==> config.mk <==
export PLATFORM = sky130hd
export DESIGN_NAME = mem_sram_responder
export DESIGN_NICKNAME = d
export VERILOG_FILES = /design/src/rtl/mem_sram_responder.sv
export SDC_FILE = /design/constraint.sdc
export NUM_CORES = 1
export LEC_CHECK = 0
export BUFFER_PORTS_ARGS = -buffer_cell sky130_fd_sc_hd__buf_2
export CORE_AREA = 2 2 93 86
export CTS_CLUSTER_SIZE = 8
export DETAILED_ROUTE_END_ITERATION = 6
export DIE_AREA = 0 0 95 88
export PLACE_DENSITY = 0.94
export SLEW_MARGIN = 20
export SYNTH_ARGS = -nofsm -noshare
export SYNTH_HDL_FRONTEND = slang
export SYNTH_SLANG_ARGS = --single-unit
==> constraint.sdc <==
create_clock -name clk -period 6.29 [get_ports clk]
set_input_delay 0.9435 -clock clk [delete_from_list [all_inputs] [get_ports clk]]
set_output_delay 0.9435 -clock clk [all_outputs]
set_load 0.05 [all_outputs]
==> src/rtl/mem_sram_responder.sv <==
// mem_sram_responder: in-order queued read responder driving an async wait-state SRAM
module mem_sram_responder #(
  parameter int QDEPTH = 4,
  parameter int WAIT_STATES = 2,
  parameter int ADDRW = 16
) (
  input  logic             clk,
  input  logic             rst,
  input  logic [15:0]      addr,
  input  logic             readReq,
  output logic             busy,
  output logic             dataReady,
  output logic [15:0]      data,
  output logic             overflow,
  output logic [ADDRW-1:0] sram_addr,
  output logic             sram_ce_n,
  output logic             sram_oe_n,
  input  logic [15:0]      sram_dq
);
  localparam int PW = $clog2(QDEPTH);
  typedef enum logic {IDLE, ACCESS} state_t;
  state_t state, state_nx;
  logic [ADDRW-1:0] q [QDEPTH];
  logic [PW-1:0] wptr, rptr;
  logic [PW:0] cnt;
  logic [3:0] wcnt;
  logic pop, push, done;
  assign busy = cnt >= (PW+1)'(QDEPTH - 1);
  // pop on IDLE with work pending or on the last wait cycle; a pop frees a slot for a same-edge push
  always_comb begin
    done = state == ACCESS && wcnt == 4'd0;
    pop = cnt != '0 && (state == IDLE || done);
    push = readReq && (cnt != (PW+1)'(QDEPTH) || pop);
    state_nx = pop ? ACCESS : done ? IDLE : state;
  end
  // queue storage needs no reset; occupancy is governed by the pointers and count
  always_ff @(posedge clk) begin
    if (push) q[wptr] <= addr[ADDRW-1:0];
  end
  // queue pointers, occupancy and sticky overflow
  always_ff @(posedge clk or posedge rst) begin
    if (rst) begin
      wptr <= '0;
      rptr <= '0;
      cnt <= '0;
      overflow <= 1'b0;
    end else begin
      if (push) wptr <= wptr + 1'b1;
      if (pop) rptr <= rptr + 1'b1;
      cnt <= cnt + (PW+1)'(push) - (PW+1)'(pop);
      overflow <= overflow | (readReq & ~push);
    end
  end
  // FSM state plus SRAM cycle and response registers
  always_ff @(posedge clk or posedge rst) begin
    if (rst) begin
      state <= IDLE;
      wcnt <= 4'd0;
      sram_addr <= '0;
      sram_ce_n <= 1'b1;
      sram_oe_n <= 1'b1;
      data <= 16'd0;
      dataReady <= 1'b0;
    end else begin
      state <= state_nx;
      dataReady <= done;
      if (done) data <= sram_dq;
      if (pop) begin
        sram_addr <= q[rptr];
        wcnt <= 4'(WAIT_STATES);
        sram_ce_n <= 1'b0;
        sram_oe_n <= 1'b0;
      end else if (done) begin
        sram_ce_n <= 1'b1;
        sram_oe_n <= 1'b1;
      end else if (wcnt != 4'd0) begin
        wcnt <= wcnt - 4'd1;
      end
    end
  end
endmodule

==> qor.txt <==
outcome: complete, no violations
H-tree Lvls: 3
Top FF cell, synth: edfxtp_1
vias in the first global route: 2192
synthesis-stage register bit count: 111
Synth Net Count: 271
vias post-DR: 2121
number of DRC markers in iteration 0: 90
Int Power: 1.612 mW
Pleak: 1.969 nW
drt total wl: 6.675 mm
largest net degree at the start of global routing: 48
WHS Endpoint: overflow
period utilisation layout: 48.97%
Clk pwr share: 14.2%
gr ovfl total: 0
final net count: 344
postcts setup bufs: 0
Die ar.: 8360 um^2
clk buf depth: 2
CP Capture Type: register
Routed Antenna Nets: 0
share of layout cells above drive strength 1: 46.71%
worst-case reg-to-reg path depth: 10
number of setup violations in the final report: 0
I/O Buffers: 71
CTS tree: done
fraction of registers with async set/reset: 42.34%
I/O pins: 72
CP Launch Type: register
synth warn: 0
core area: 7395 um^2
count leader, synth: edfxtp_1
fin crit period: 3.080 ns
Post-CTS Hold Fix Bufs: 0
DRC viols: 0
largest cells by area after synthesis: edfxtp_1 44%, dfrtp_1 26%, mux4_2 8.3%, mux2_2 6.7%, ha_1 2.6%
width of the die: 95 um
Critical R2R Launch: wcnt[0]
root buf cell: clkbuf_8
area share of the largest cell type after synthesis: 44.21%
# diodes: 0
Commonest cells post-synth: 64 x edfxtp_1, 46 x dfrtp_1, 26 x mux2_2, 16 x mux4_2, 13 x inv_1
largest area contributor in the netlist: edfxtp_1
CP max FO: 19
Pwr Density: 552.3 nW/um^2
sequential area share after synthesis: 71.30%
Starting Density: 58.78%
Syn Area/Cell: 19.23 um^2
gr usage total: 17.46%
Setup TNS Final: 0 ns
Cells on Worst Hold Path: 1
WL/cell: 16.69 um
Resized cells post-CTS: 0
WP data required: 6.55 ns
RSZ-0062 raised after global routing: false
clk_lat worst skew: 0.36 ns
initial antenna violation count: 0
Reg clk slew, reported paths: 0.10 ns
Critical R2R Capture: cnt[1]
headroom to the max-slew limit: 42.85%
Die Span Y: 88 um
Max Fclk: 324.7 MHz
Syn Inst Count: 226
routability congestion estimate: 0.7296
Cell variety after synth: 30
worst-margin pin slew: 0.8573 ns
Place WS: 3.184 ns
worst-case vdd ir drop: 274.2 uV
maxcap violations: 0
sw frac: 40.92%
Final Util: 66.79%
Worst Setup Slack, final: 3.210 ns
fin. max-slew vios: 0
Sinks on Clock Net: 111
EDFF count, synth: 64
Rows: 30
hold crit path type: register to register
Setup Skew: 0.01160 ns
routed vias/inst: 5.303
CTS Buf Count: 9
first-pass GRT wire length: 10.63 mm
synthesized cell area: 4347 um^2
reg-to-reg slack, setup: 3.21 ns
critical path type: register to register
final hold vios: 0
hold path startpoint: overflow
Arrival @ worst endpoint: 3.34 ns
Seq pwr share: 43.5%
Gate power share: 42.4%
Layout area overhead: 13.62%
P_sw: 1.116 mW
DR pass1 iterations: 5
DP Wirelength: 4.520 mm
[metal layers]
layer / track usage, % / part of all wire (%)
met1: 20.83 / 42
met2: 31.27 / 51
met3: 5.336 / 5.9
met4: 4.348 / 1.1
met5: 0 / 0
[registers in the layout, indices dropped and copies added, names as in the netlist]
signal and count:
q 64, cnt 3, wcnt 4, rptr 2
dataReady 1, sram_oe_n 1, wptr 2, overflow 1
sram_addr 16, state 1, data 16
[critical path, stage by stage, from the launching register on]
cell,delay [ns]
dfrtp_1,0.42
inv_1,0.10
ha_1,0.18
or3b_1,0.50
a21oi_4,0.67
ha_1,0.36
inv_1,0.06
ha_1,0.13
inv_1,0.04
fa_1,0.48
inv_1,0.05
[metrics by stage]
stage / hold WS, ns / std cells / power [mW] / cell area [um^2]
after floorplan: 0.4841 / 226 / 2.125 / 4347
after global placement: 0.4590 / 384 / 2.323 / 4756
after detailed placement: 0.4599 / 384 / 2.379 / 4756
after CTS: 0.4828 / 400 / 2.761 / 4936
after global routing: 0.5057 / 400 / 2.876 / 4938
final: 0.4795 / 400 / 2.728 / 4938
[power groups by stage]
| stage | Combinational, mW | Clock (mW) | Sequential [mW] |
|---|---|---|---|
| floorplan | 0.594 | 0 | 1.53 |
| global placement | 1.13 | 0 | 1.19 |
| detailed placement | 1.17 | 0 | 1.21 |
| CTS | 1.18 | 0.395 | 1.19 |
| global route | 1.23 | 0.421 | 1.22 |
| finish | 1.16 | 0.387 | 1.19 |
[logic make-up after synthesis]
family          count (synthesis)  synth area share (%)
compound gates                  8                 1.814
xor+xnor                        6                 1.209
fa+ha+maj                      10                 3.051
buf+inv                        22                 2.648
flops                         111                 71.30
mux                            49                 17.44
simple gates                   20                 2.533
[layout make-up]
cell class	count	area, um^2
inverter	13	50.05
clock inverter	5	38.79
multi-input combinational	93	1132
sequential	111	3100
tap	96	120.1
fill	504	2456
timing repair buffer	71	355.3
clock buffer	11	141.4
[worst max path at each step]
stage	start	end	slack, ns	depth (start not counted)
4_1_cts	wcnt[0]	cnt[1]	3.17	10
3_3_place_gp	wcnt[0]	cnt[2]	3.32	10
6_report	wcnt[0]	cnt[1]	3.21	10
5_1_grt	wcnt[0]	cnt[1]	3.01	10
3_5_place_dp	wcnt[0]	cnt[1]	3.18	10
2_1_floorplan	wcnt[0]	cnt[2]	3.67	12
[layout by cell type (no fill, tap or decap), drive strengths merged, types with 2 or more instances in the layout]
| cell | count |
|---|---|
| nand2 | 3 |
| mux2 | 33 |
| nor3 | 2 |
| o21ai | 3 |
| mux4 | 16 |
| and2 | 5 |
| xnor2 | 5 |
| ha | 9 |
| edfxtp | 64 |
| clkbuf | 11 |
| nand3 | 2 |
| inv | 16 |
| nor2 | 5 |
| clkinv | 2 |
| buf | 71 |
| dfrtp | 46 |
(Power assumes the default switching activity.)
